**src/rtl/ped_xing_pkg.sv**
```systemverilog
// Shared definitions for the pedestrian crossing slice: light patterns,
// request-unit state type and debounce counter width.
package ped_xing_pkg;

    localparam logic [4:0] LS_TRAFFIC_GO = 5'b01001;
    localparam logic [4:0] LS_PED_WALK   = 5'b10100;
    localparam logic [4:0] LS_AMBER      = 5'b01110;

    localparam int unsigned CNT_W = 8;

    typedef enum logic [1:0] {
        IDLE     = 2'd0,
        DEBOUNCE = 2'd1,
        PENDING  = 2'd2,
        SERVED   = 2'd3
    } ped_state_e;

    function automatic logic is_walk(input logic [4:0] ls);
        return ls == LS_PED_WALK;
    endfunction

endpackage

```
**src/rtl/btn_sync_debounce.sv**
```systemverilog
// Two-flop synchroniser for the raw push-button, with an optional stand-alone
// level debouncer (DEBOUNCE_CYCLES = 0 passes the synchronised level through).
module btn_sync_debounce
    import ped_xing_pkg::*;
#(
    parameter int unsigned DEBOUNCE_CYCLES = 0
) (
    input  logic clk_i,
    input  logic rst_ni,
    input  logic button_i,
    output logic btn_s_o
);

    logic sync1_q, sync2_q;

    always_ff @(posedge clk_i or negedge rst_ni) begin
        if (!rst_ni) begin
            sync1_q <= 1'b0;
            sync2_q <= 1'b0;
        end else begin
            sync1_q <= button_i;
            sync2_q <= sync1_q;
        end
    end

    generate
        if (DEBOUNCE_CYCLES == 0) begin : g_raw
            assign btn_s_o = sync2_q;
        end else begin : g_db
            logic [CNT_W-1:0] cnt_q, cnt_d;
            logic             level_q, level_d;

            // The output level flips only after the input has disagreed with it
            // for DEBOUNCE_CYCLES consecutive cycles.
            always_comb begin
                cnt_d   = '0;
                level_d = level_q;
                if (sync2_q != level_q) begin
                    if (cnt_q == CNT_W'(DEBOUNCE_CYCLES - 1)) begin
                        level_d = sync2_q;
                    end else begin
                        cnt_d = cnt_q + CNT_W'(1);
                    end
                end
            end

            always_ff @(posedge clk_i or negedge rst_ni) begin
                if (!rst_ni) begin
                    cnt_q   <= '0;
                    level_q <= 1'b0;
                end else begin
                    cnt_q   <= cnt_d;
                    level_q <= level_d;
                end
            end

            assign btn_s_o = level_q;
        end
    endgenerate

endmodule

```
**src/rtl/ped_request_unit.sv**
```systemverilog
// Pedestrian request front end: debounces the button, holds start until walk,
// counts served requests. PED_WAIT_BLINK_EN makes the WAIT lamp blink in PENDING.
module ped_request_unit
    import ped_xing_pkg::*;
#(
    parameter int unsigned DEBOUNCE_CYCLES   = 4,
    parameter int unsigned BLINK_HALF_PERIOD = 8
) (
    input  logic       clock,
    input  logic       reset,
    input  logic       button,
    input  logic [4:0] lightseq,
    output logic       start,
    output logic       wait_lamp,
    output logic [7:0] served_count
);

    generate
        if (DEBOUNCE_CYCLES < 1 || DEBOUNCE_CYCLES > 255) begin : g_bad_debounce
            $error("DEBOUNCE_CYCLES out of range 1..255");
        end
        if (BLINK_HALF_PERIOD < 1 || BLINK_HALF_PERIOD > 255) begin : g_bad_blink
            $error("BLINK_HALF_PERIOD out of range 1..255");
        end
    endgenerate

    ped_state_e       state_q, state_d;
    logic [CNT_W-1:0] cnt_q, cnt_d;
    logic             start_q, start_d;
    logic             lamp_q, lamp_d;
    logic [7:0]       served_q, served_d;
    logic             btn_s;
    logic             walk;

    btn_sync_debounce #(
        .DEBOUNCE_CYCLES(0)
    ) u_sync (
        .clk_i   (clock),
        .rst_ni  (reset),
        .button_i(button),
        .btn_s_o (btn_s)
    );

    assign walk = is_walk(lightseq);

    always_comb begin
        state_d  = state_q;
        cnt_d    = cnt_q;
        served_d = served_q;
        case (state_q)
            IDLE: begin
                if (btn_s) begin
                    state_d = DEBOUNCE;
                    cnt_d   = CNT_W'(1);
                end
            end
            DEBOUNCE: begin
                // Priority: bounce abort, then walk already showing, then threshold.
                if (!btn_s) begin
                    state_d = IDLE;
                    cnt_d   = '0;
                end else if (walk) begin
                    state_d = SERVED;
                    cnt_d   = '0;
                end else if (cnt_q == CNT_W'(DEBOUNCE_CYCLES)) begin
                    state_d = PENDING;
                    cnt_d   = '0;
                end else begin
                    cnt_d = cnt_q + CNT_W'(1);
                end
            end
            PENDING: begin
                if (walk) begin
                    state_d = SERVED;
                    if (served_q != '1) begin
                        served_d = served_q + 8'd1;
                    end
                end
            end
            SERVED: begin
                if (!btn_s && !walk) begin
                    state_d = IDLE;
                end
            end
            default: begin
                state_d = IDLE;
                cnt_d   = '0;
            end
        endcase
        start_d = (state_d == PENDING);
    end

`ifdef PED_WAIT_BLINK_EN
    logic [7:0] blink_q, blink_d;

    always_comb begin
        blink_d = '0;
        lamp_d  = 1'b0;
        if (state_d == PENDING) begin
            if (state_q != PENDING) begin
                lamp_d = 1'b1;
            end else if (blink_q == 8'(BLINK_HALF_PERIOD - 1)) begin
                lamp_d = ~lamp_q;
            end else begin
                lamp_d  = lamp_q;
                blink_d = blink_q + 8'd1;
            end
        end
    end

    always_ff @(posedge clock or negedge reset) begin
        if (!reset) begin
            blink_q <= '0;
        end else begin
            blink_q <= blink_d;
        end
    end
`else
    always_comb begin
        lamp_d = (state_d == PENDING);
    end
`endif

    always_ff @(posedge clock or negedge reset) begin
        if (!reset) begin
            state_q  <= IDLE;
            cnt_q    <= '0;
            start_q  <= 1'b0;
            lamp_q   <= 1'b0;
            served_q <= '0;
        end else begin
            state_q  <= state_d;
            cnt_q    <= cnt_d;
            start_q  <= start_d;
            lamp_q   <= lamp_d;
            served_q <= served_d;
        end
    end

    assign start        = start_q;
    assign wait_lamp    = lamp_q;
    assign served_count = served_q;

endmodule
```
**config.mk**
```make
export PLATFORM = sky130hd
export DESIGN_NAME = ped_request_unit
export DESIGN_NICKNAME = d
export VERILOG_FILES = /design/src/rtl/ped_xing_pkg.sv /design/src/rtl/btn_sync_debounce.sv /design/src/rtl/ped_request_unit.sv
export SDC_FILE = /design/constraint.sdc
export NUM_CORES = 1
export LEC_CHECK = 0
export ABC_AREA = 1
export CORE_MARGIN = 2
export CORE_UTILIZATION = 48
export DETAILED_ROUTE_END_ITERATION = 7
export GPL_ROUTABILITY_DRIVEN = 0
export PLACE_DENSITY = 0.74
export SYNTH_ARGS = -nofsm -noshare
export SYNTH_HDL_FRONTEND = slang
export SYNTH_SLANG_ARGS = --single-unit
```
**constraint.sdc**
```tcl
create_clock -name clock -period 1.2 [get_ports clock]
set_input_delay 0.12 -clock clock [delete_from_list [all_inputs] [get_ports clock]]
set_output_delay 0.12 -clock clock [all_outputs]
set_load 0.05 [all_outputs]
```
Word level (Yosys, flattened, before mapping)
Cells that the tools add are included.
{"block": "op_classes", "addsub": 2, "eq_ne": 8, "n_mux": 12, "n_reduce_logical": 7}
{"operator": "$mux W8", "count": 4}
{"operator": "$add A8 B1 Y8 const B", "count": 2}
{"operator": "$pmux W8 S2", "count": 1}
{"operator": "$mux W2", "count": 6}
{"operator": "$eq A8 B3 Y1 const B", "count": 1}
{"operator": "$ne A8 B8 Y1 const B", "count": 1}
{"operator": "$pmux W2 S4", "count": 1}
{"operator": "$eq A2 B2 Y1 const B", "count": 3}
{"operator": "$eq A5 B5 Y1 const B", "count": 1}
{"operator": "$reduce_and A3 Y1", "count": 1}
{"operator": "$eq A2 B1 Y1 const B", "count": 1}
{"operator": "$logic_not A1 Y1", "count": 2}
{"operator": "$logic_not A2 Y1", "count": 1}
{"operator": "$ne A2 B1 Y1 const B", "count": 1}
{"operator": "$reduce_and A2 Y1", "count": 1}
{"operator": "$reduce_bool A2 Y1", "count": 1}
{"operator": "$logic_and A1 B1 Y1", "count": 1}
{"block": "word_totals", "reg_bits": 21, "inputBits": 8, "out_inout_bits": 10, "word_cells": 35}

Depth between registers and ports, before layout
{"block": "depth", "word_depth": 6, "mapped_depth": 9, "mapped_depth_nobuf": 9}

Hierarchy
From an unflattened synthesis, not the netlist that was laid out.
{"block": "unflattened", "hier_cells": 151, "area_unflattened_um2": 1231.2}
{"mod": "ped_request_unit", "n_inst": 1, "cells_per_inst": 149, "area_each_um2": 1181.1, "seq_area_each_um2": 475.5}
{"mod": "btn_sync_debounce", "n_inst": 1, "cells_per_inst": 2, "area_each_um2": 50.0, "seq_area_each_um2": 50.0}

Worst setup path after synthesis
No wires, ideal clock.
{"block": "synth_path", "kind": "register to register", "start": "register served_q[1] (netlist: served_count[1])", "end": "register served_q[6] (netlist: served_count[6])", "arrival_time_ps": 1397, "t_required_ps": 1077, "setup_slack_ps": -319, "stages_incl_launch_ff": 8, "path_buffers": 1, "synth_period_minus_slack_ps": 1519, "path_cell_list": "dfrtp_1 > ha_1 > nand3_1 > nand2_2 > buf_6 > nor2_2 > nand2_1 > nand2_1"}
{"block": "synth_between", "elab_chain_len": 2}
{"item": "start: declaration", "line_no": "ped_request_unit.sv:31", "rtl": "logic [7:0] served_q, served_d;"}
{"item": "start signal: assignment", "line_no": "ped_request_unit.sv:136", "rtl": "served_q <= served_d;"}
{"item": "branches (longest 2 deep; another with $add A8 B1 Y8)"}
Parallel ways; which one is timed is not known.
A chain may end at the register's enable or synchronous reset.

Final worst setup path
{"block": "layout_path", "start": "register cnt_q[1]", "end": "register cnt_q[7]"}
{"block": "layout_between", "elab_chain_len": 5}
{"item": "start: declaration", "line_no": "ped_request_unit.sv:28", "rtl": "logic [CNT_W-1:0] cnt_q, cnt_d;"}
{"item": "start signal: assignment", "line_no": "ped_request_unit.sv:133", "rtl": "cnt_q <= cnt_d;"}
{"item": "$add A8 B1 Y8 / $eq A8 B3 Y1 (equally long branches)", "line_no": "ped_request_unit.sv:69, ped_request_unit.sv:65"}
{"item": "$mux W8 (*)", "line_no": "ped_request_unit.sv:65", "rtl": "end else if (cnt_q == CNT_W'(DEBOUNCE_CYCLES)) begin"}
{"item": "$mux W8 (*)", "line_no": "ped_request_unit.sv:62", "rtl": "end else if (walk) begin"}
{"item": "$mux W8 (*)", "line_no": "ped_request_unit.sv:59", "rtl": "if (!btn_s) begin"}
{"item": "$pmux W8 S2 (*)", "line_no": "ped_request_unit.sv:50", "rtl": "case (state_q)"}
Mark *: on every way between the ends. The rest lies on a longest branch, timed or not.

==> reports/summary.txt <==
clk_lat worst skew = 0.33 ns
Synth Register Bits = 21
Max Buffers Root-to-Sink = 2
hold crit path type = in -> async
combinational share of power = 49.7%
pre-CTS setup slack = -0.279 ns
Worst Path Required = 1.46 ns
Leakage = 0.883 nW
Total GRT Usage = 23.5%
syn avg cell area = 8.15 um2
Worst-Margin Slew = 0.343 ns
Max Clock Freq = 770 MHz
Sw Pwr = 1.01 mW
antenna violations before repair = 0
Yosys top cell by area = dfrtp_1
Die ar. = 0.00299 mm2
internal power = 1.55 mW
largest net degree at the start of global routing = 22
R2R depth = 8
WP data arrival = 1.56 ns
Worst slew margin = 77.1%
Synth warnings = 0
crit path kind = reg -> reg
Post-Syn Instances = 151
Max Slew Vio Count = 0
H-tree depth = 1
Area Overhead vs Synth = 59.5%
r2r endpoint = cnt_q[7]
failing checks = setup timing
Syn Std Cell Area = 0.00123 mm2
Period minus WS final = 1.30 ns
# clock sinks = 21
RSZ-0062 raised after global routing = true
Clock Pin Slew Worst Setup and Hold Paths = 0.13 ns
average wire per standard cell = 14.3 um
share of layout cells above drive strength 1 = 47.0%
average vias per placed instance = 4.97
Setup TNS Final = -0.468 ns
placed cell areas = 0.00174 mm2
synth top area cells = dfrtp_1, nand2_1, inv_1
I/O pins = 18
die height = 54.6 um
syn_nets = 162
diode count = 0
CTS tree = built
Crit Path Max Fanout = 2
Worst Skew = 0.00545 ns
vias in the first global route = 1165
Crit. End Element = register
Initial Util = 50.2%
initial drt markers = 28
status = complete, but fails checks
Sw Share = 39.5%
Antenna Nets Post-Route = 0
P per Cell Area = 1300 mW/mm2
die width = 54.6 um
Core Area = 0.00245 mm2
Synth cell types = 25
I/O Buffers = 17
Final Hold Violating Endpoints = 0
Overflow after GRT = 0
sequential fraction of the synthesis area = 42.7%
Clock power frac = 14.5%
final hold slack = 0.114 ns
maximum vdd drop = 1320 uV
maxcap violations = 0
Reg2Reg Setup Slack = -0.1 ns
# rows = 18
first-pass iteration count of the detailed router = 4
top cell type's share of synthesized area = 42.7%
Critical Path Source = cnt_q[1]
fin crit share = 108%
DP Wirelength = 2220 um
number of nets in the layout = 214
# DRC = 0
fin area = 0.00196 mm2
CP Launch Type = register
worst setup margin = -0.0992 ns
post-layout util = 80.0%
CTS Buf Count = 3
first-pass GRT wire length = 4910 um
Setup violations, final = 8
sequential power share = 35.8%
drt total wl = 3310 um
reg2reg start = cnt_q[1]
Root Buffer = clkbuf_4
vias post-DR = 1153
[what timing repair did]
| item | in CTS | in global routing |
|---|---|---|
| buffers inserted | 5 | 1 |
| pin swaps | 6 | 22 |
| hold buffers | 0 | 0 |
| setup endpoints to repair | 16 | 21 |
| gates cloned | 0 | 1 |
| gates resized for setup | 13 | 24 |
[cells in the final DEF (no fill, tap or decap), types with 7 or more instances in the layout]
cell type and n:
nand2_1 40, buf_4 21, inv_1 13, dfrtp_1 13, nor2_1 10, buf_12 10, buf_6 10, dfrtp_2 8
nor2_2 7, clkdlybuf4s50_1 7
[how the worst max path moves through the flow]
stage | endpoint | slack (ns) | cells past startpoint
2_1_floorplan | served_count[6] | -0.07 | 6
3_3_place_gp | served_count[7] | -0.21 | 7
3_5_place_dp | served_count[3] | -0.28 | 9
4_1_cts | cnt_q[7] | -0.10 | 9
5_1_grt | cnt_q[7] | -0.16 | 8
6_report | cnt_q[7] | -0.1 | 8
[cell type report]
class	count	area (um2)
fillers	138	492
well taps	30	37.5
clock buffers	3	22.5
multi-input cells	110	746
flip-flops and latches	21	536
repair buffers	48	541
inverters	19	76.3
clock inverters	1	5.00
[logic make-up (layout without fill, tap and decap cells)]
| family | Yosys count | after routing | synth area share (%) |
|---|---|---|---|
| xor gates and xnor gates | 9 | 9 | 7.01 |
| DFF | 21 | 21 | 42.7 |
| and+or+nand+nor | 85 | 86 | 33.8 |
| AOI/OAI and AO/OA | 12 | 12 | 5.89 |
| buffers and inverters | 21 | 71 | 7.52 |
| adders and majority gates | 3 | 3 | 3.05 |
[state kept, by name, summed over array words and instances (netlist names)]
register / flops
cnt_q: 8
u_sync.sync1_q: 1
state_q: 2
u_sync.btn_s_o: 1
served_count: 8
wait_lamp: 1
[layer usage]
metal	wire, um	share of wire [%]	GRT usage, %	vias to the layer above
met4	57	1.7	8.75	0
li1	-	-	-	572
met3	87	2.6	4.10	6
met2	1830	55	43.3	17
met5	0	0	0	-
met1	1340	40	26.6	558
[synth_stat cells]
library cell,count
nand2_1,44
dfrtp_1,21
inv_1,16
nor2_1,12
nand3_1,8
nor2_2,8
o21ai_1,5
xnor2_1,4
xor2_1,4
ha_1,3
nand2_2,3
nand4_1,3
nor2_4,3
o21ai_0,3
nand3_2,2
o21ai_2,2
o21bai_1,2
buf_4,1
buf_6,1
clkinv_1,1
inv_2,1
inv_4,1
nand3_4,1
nand3b_1,1
xor2_2,1
[through the flow]
step,std cells,power (mW)
floorplan,151,1.46
global placement,221,1.90
detailed placement,221,1.94
CTS,230,2.45
global route,232,2.70
finish,232,2.56
[worst max-delay path, stage by stage, from the launching register on]
cell and delay, ns:
dfrtp_1 0.39, buf_4 0.14, buf_4 0.11, nand3_4 0.08, nor2_4 0.13, nand2_1 0.08
o21bai_1 0.14, nand2_1 0.06, nor2_1 0.10
[power by group through the flow]
stage	Sequential [mW]	Clock, mW	Combinational (mW)
after global placement	0.908	0	0.990
after CTS	0.909	0.375	1.16
after detailed placement	0.918	0	1.02
final	0.916	0.371	1.27
after global routing	0.929	0.402	1.37
after floorplan	0.990	0	0.465
Power figures use the tool's default switching activity.
==> edit 1 (config.mk and constraints unchanged) <==
`CNT_W`: 8 -> 9.
--- a/src/rtl/ped_xing_pkg.sv
+++ b/src/rtl/ped_xing_pkg.sv
@@ -6,7 +6,7 @@
     localparam logic [4:0] LS_PED_WALK   = 5'b10100;
     localparam logic [4:0] LS_AMBER      = 5'b01110;
 
-    localparam int unsigned CNT_W = 8;
+    localparam int unsigned CNT_W = 9;
 
     typedef enum logic [1:0] {
         IDLE     = 2'd0,
Function: no difference found for any inputs over 10 cycles, from zero or initial values and one cycle with reset low; that may be too few to reach the edited logic, so the function may still have changed.
==> edit 1 against the original RTL <==
  * The run still ends with setup timing left
  * Worst hold slack improved by 6.9 ps
  * Die area up 1.4%
  * Via count up 16%
  * Fmax fell by 5.3%
  * Sequential cell count grew 1
  * Area after synthesis is 1.5% higher
  * Routed wire length increased by 30%
  * Largest power group unchanged
  * Cell area rose by 11%
  * Core utilization up 7.9 points
  * Power increased by 61%
  * Worst setup slack worse by 73 ps
==> edit 1: results (changes against the original RTL) <==
* Outcome: finished, violations left (unchanged)
* Failing checks: setup timing (unchanged)
* Worst Hold Class: in -> async (unchanged)
* Layout cells sized above 1 at 52.5% (was 47.0%)
* Worst-Margin Slew at 299 ps (was 343 ps)
* Slowest stage cell, crit path: dfrtp_1 (unchanged)
* Peak VDD IR at 2310 uV (was 1320 uV)
* Global-route wire length before repair at 5.28 mm (was 4.91 mm)
* Leakage at 0.994 nW (was 0.883 nW)
* Vias/cell at 5.38 (was 4.97)
* Cts bufs inserted at 3 (unchanged)
* Final setup fails at 21 (was 8)
* CP peak stage delay at 450 ps (was 390 ps)
* N_diodes at 0 (unchanged)
* DRT Pass-1 Iters at 4 (unchanged)
* Max FFs per register at 9
* Number of global-route vias before repair at 1197 (was 1165)
* Root buf cell: clkbuf_4 (unchanged)
* DRT iter0 DRCs at 43 (was 28)
* Sequential area share after synthesis at 44.0% (was 42.7%)
* Largest net degree at the start of global routing at 23 (was 22)
* NumNets Final at 231 (was 214)
* Initial antenna violation count at 0 (unchanged)
* H-tree depth at 1 (unchanged)
* Cell family with most CP delay: simple AND/OR/NAND/NOR gates (unchanged)
* Setup Skew at 15.9 ps (was 5.45 ps)
* CP Data Arrival Time at 1600 ps (was 1560 ps)
* Critical Path Start: cnt_q[0]$_DFFE_PN0P_ (was cnt_q[1]$_DFFE_PN0P_)
* GRT Util Overall at 25.0% (was 23.5%)
* DP HPWL at 2.29 mm (was 2.22 mm)
* CP Max Fanout at 4 (was 2)
* Skew-Pair Late Insertion Delay at 330 ps (about the same)
* Dominant cells by area after synthesis: dfrtp_1, nand2_1, nor2_1, inv_1, xor2_1 (was dfrtp_1, nand2_1, inv_1, nor2_2, nor2_1)
* Synth Flop Type: dfrtp_1 (unchanged)
* Drt total wl at 4.31 mm (was 3.31 mm)
* IO buf count at 17 (unchanged)
* Final worst slack at -172 ps (was -99.2 ps)
* Worst-case clock buffer depth at 2 (unchanged)
* Synth async-reset ratio at 100% (unchanged)
* Cell Area, Placed at 0.00180 mm2 (was 0.00174 mm2)
* FF-to-FF Start: cnt_q[0]$_DFFE_PN0P_ (was cnt_q[1]$_DFFE_PN0P_)
* Pre-CTS setup slack at -312 ps (was -279 ps)
* Syn Nets at 169 (was 162)
* Most flop-heavy register: cnt_q
* Commonest cells post-synth: nand2_1, dfrtp_1, nor2_1 (was nand2_1, dfrtp_1, inv_1)
* Count of cell types in the netlist at 22 (was 25)
* Ys Warns at 0 (unchanged)
* Clock-pin slew on the worst setup and hold paths at 150 ps (was 130 ps)
-- edit 1: changes by cell type after synthesis, moves of 2 or more --
cell     change
o21ai_0      +3
a21oi_1      +2
o21ai_1      -5
nor2_1       +9
nand4_1      +3
nor2_2       -7
-- edit 1: path summary, 6_finish.rpt --
| kind | slack (ps) | endpoint | cells past startpoint |
|---|---|---|---|
| min in group clock | 220 | u_sync.sync1_q$_DFF_PN0_ | 1 |
| max in group asynchronous | 810 | served_count[3]$_DFFE_PN0P_ | 2 |
| min reg2reg | 380 | u_sync.btn_s_o$_DFF_PN0_ | 0 |
| max | -170 | cnt_q[6]$_DFFE_PN0P_ | 9 |
| min | 120 | cnt_q[0]$_DFFE_PN0P_ | 2 |
| max reg2reg | -170 | cnt_q[6]$_DFFE_PN0P_ | 9 |
-- edit 1: kinds of logic after synthesis --
family | synth area share (%)
XOR/XNOR | 6.31
AO/OA/AOI/OAI | 7.01
adder cells (fa/ha/maj) | 3.00
AND/OR/NAND/NOR | 33.1
buffers and inverters | 6.51
flip-flops | 44.0
-- edit 1: final cells by class --
class	count	area, um2
repair buffers	57	619
well taps	30	37.5
flip-flops and latches	22	563
fillers	112	300
clock buffers	3	22.5
clock inverters	1	30.0
inverters	19	76.3
multi-input cells	117	828
-- edit 1: what timing repair did --
| action | CTS | global route |
|---|---|---|
| pin swaps | 11 | 15 |
| setup buffers | 4 | 9 |
| setup endpoints to repair | 23 | 26 |
| gates cloned | 1 | 0 |
| gates resized for setup | 22 | 41 |
-- edit 1: report_power, final --
part	total (mW)	switching, mW	internal [mW]
sequential	1.13	0.210	0.917
clock	0.598	0.260	0.338
combinational	2.39	1.29	1.11
-- edit 1: worst register-to-register path: cells and delay by family, from the launching register on --
kind | cells | cell delay (ps)
AND/OR/NAND/NOR | 6 | 530
flip-flops | 1 | 450
buffers and inverters | 2 | 160
adder cells (fa/ha/maj) | 1 | 130
-- edit 1: layer usage --
layer	global-route usage, %	wire [um]	vias to the layer above
met3	4.30	190	18
met1	26.9	1580	645
met5	0	0	-
met2	48.6	2390	52
met4	8.54	153	0
li1	-	-	624
-- edit 1: metrics by stage --
stage          util [%]  TNS, ps  total power, mW  instances  hold slack [ps]
3_5_place_dp       72.5    -3740             2.87        231              348
5_1_grt            87.9    -3380             4.28        249              159
6_report           87.9    -2380             4.12        249              121
3_3_place_gp       72.5    -3080             2.81        231              335
2_1_floorplan         -    -1160             1.99        158             -176
4_1_cts            79.3    -1190             3.65        240              136
==> edit 2 (same settings) <==
Made on the original files. Encoding of `ped_state_e`: now one-hot (4 bits for 4 states).
--- a/src/rtl/ped_xing_pkg.sv
+++ b/src/rtl/ped_xing_pkg.sv
@@ -8,11 +8,11 @@
 
     localparam int unsigned CNT_W = 8;
 
-    typedef enum logic [1:0] {
-        IDLE     = 2'd0,
-        DEBOUNCE = 2'd1,
-        PENDING  = 2'd2,
-        SERVED   = 2'd3
+    typedef enum logic [3:0] {
+        IDLE     = 4'b0001,
+        DEBOUNCE = 4'b0010,
+        PENDING  = 4'b0100,
+        SERVED   = 4'b1000
     } ped_state_e;
 
     function automatic logic is_walk(input logic [4:0] ls);
Function: no difference found for any inputs over 10 cycles, from zero or initial values and one cycle with reset low; not proved beyond that.
==> edit 2 against the original RTL <==
  * The run still ends with setup timing left
  * Combinational power fell by 45%
  * Clock skew grew 1.7 ps
  * Largest power group is now sequential cells
  * Worst setup slack better by 8.7 ps
  * Sequential cell count increased by 2
  * Power shrank 22%
  * Critical path depth is 1 lower
  * Non-clock buffer count shrank 3
  * Cell area grew 6.9%
  * Count of clock-buffer cells in the layout rose by 1
  * Routed wire length is 5.2% higher
  * Critical path type unchanged
  * Area after synthesis is 11% higher
==> edit 2: results (changes against the original RTL) <==
* Final setup fails at 17 (was 8)
* PwrDens at 957 mW/mm2 (was 1300 mW/mm2)
* Hold Slack at 123 ps (was 114 ps)
* Post-CTS Setup Repair Bufs at 1 (was 5)
* Met1 usage at 23.4% (was 26.6%)
* Sequential area share after synthesis at 42.2% (was 42.7%)
* Vias at 1337 (was 1153)
* Reg2reg path depth at 7 (was 8)
* CP Max Fanout at 8 (was 2)
* GRT Util Overall at 22.4% (was 23.5%)
* Cell Area, Placed at 0.00187 mm2 (was 0.00174 mm2)
* NumNets Final at 238 (was 214)
* Dominant cells by area after synthesis: dfrtp_1, nand2_1, nor2_1, inv_1, nand3_1 (was dfrtp_1, nand2_1, inv_1, nor2_2, nor2_1)
* Layout cells sized above 1 at 42.9% (was 47.0%)
* Reg-to-Reg End: served_count[1]$_DFFE_PN0P_ (was cnt_q[7]$_DFFE_PN0P_)
* Fill cells at 186 (was 138)
* CTS resizes at 28 (was 13)
* Syn Nets at 190 (was 162)
* M1 wire length at 1.35 mm (was 1.34 mm)
* Combinational Power Share at 34.8% (was 49.7%)
* Final core utilization at 76.8% (was 80.0%)
* P_clk at 380 uW (was 371 uW)
* DR WL met3 at 112 um (was 87 um)
* Leakage at 0.981 nW (was 0.883 nW)
* Post-Layout Cell Count at 257 (was 232)
* DR WL met2 at 1.95 mm (was 1.83 mm)
* Drt total wl at 3.48 mm (was 3.31 mm)
* DP Cell Count at 247 (was 221)
* Commonest cells post-synth: nand2_1, dfrtp_1, nor2_1 (was nand2_1, dfrtp_1, inv_1)
* Worst rel slew slack at 84.1% (was 77.1%)
* DRT iter0 DRCs at 51 (was 28)
* Number of global-route vias before repair at 1393 (was 1165)
* DP HPWL at 2.67 mm (was 2.22 mm)
* Final worst slack at -90.5 ps (was -99.2 ps)
* Peak VDD IR at 1160 uV (was 1320 uV)
* Failing checks: setup timing (unchanged)
* Post-synthesis cell count at 179 (was 151)
* Global-route wire length before repair at 5.79 mm (was 4.91 mm)
* Met2 usage in global routing at 41.7% (was 43.3%)
* Outcome: finished, violations left (unchanged)
* Global-route met3 utilization at 3.40% (was 4.10%)
* Final TNS setup at -1070 ps (was -468 ps)
* NetSw at 715 uW (was 1.01 mW)
==> edit 2: cell types whose count changed in the layout (fill, tap and decap cells not counted), moves of 3 or more <==
cell     delta
inv_2       +3
nand4_1     +3
nand3_1     +4
nand2_1     +7
buf_6       -5
nand2_2     +4
==> edit 2: cells by family (layout without fill, tap and decap cells) <==
family | after synthesis | count (layout) | synth area share (%)
adders and majority gates | 3 | 3 | 2.75
and+or+nand+nor | 108 | 108 | 36.4
DFF | 23 | 23 | 42.2
AOI/OAI and AO/OA | 13 | 13 | 5.85
buffers and inverters | 23 | 70 | 7.04
xor gates and xnor gates | 9 | 9 | 5.76
==> edit 2: layout make-up <==
type,instances,area share (%)
timing repair buffer,45,24.4
sequential,23,28.0
inverter,21,4.11
clock buffer,4,1.25
tap,31,1.85
multi-input combinational,133,40.4
==> edit 2: worst max-delay path, stage by stage (launching register included) <==
cell and delay, ps:
dfrtp_2 470, inv_2 80, nand2_2 70, nor2_4 170
nand3_4 180, inv_8 140, nand2_2 50, nand2_1 60
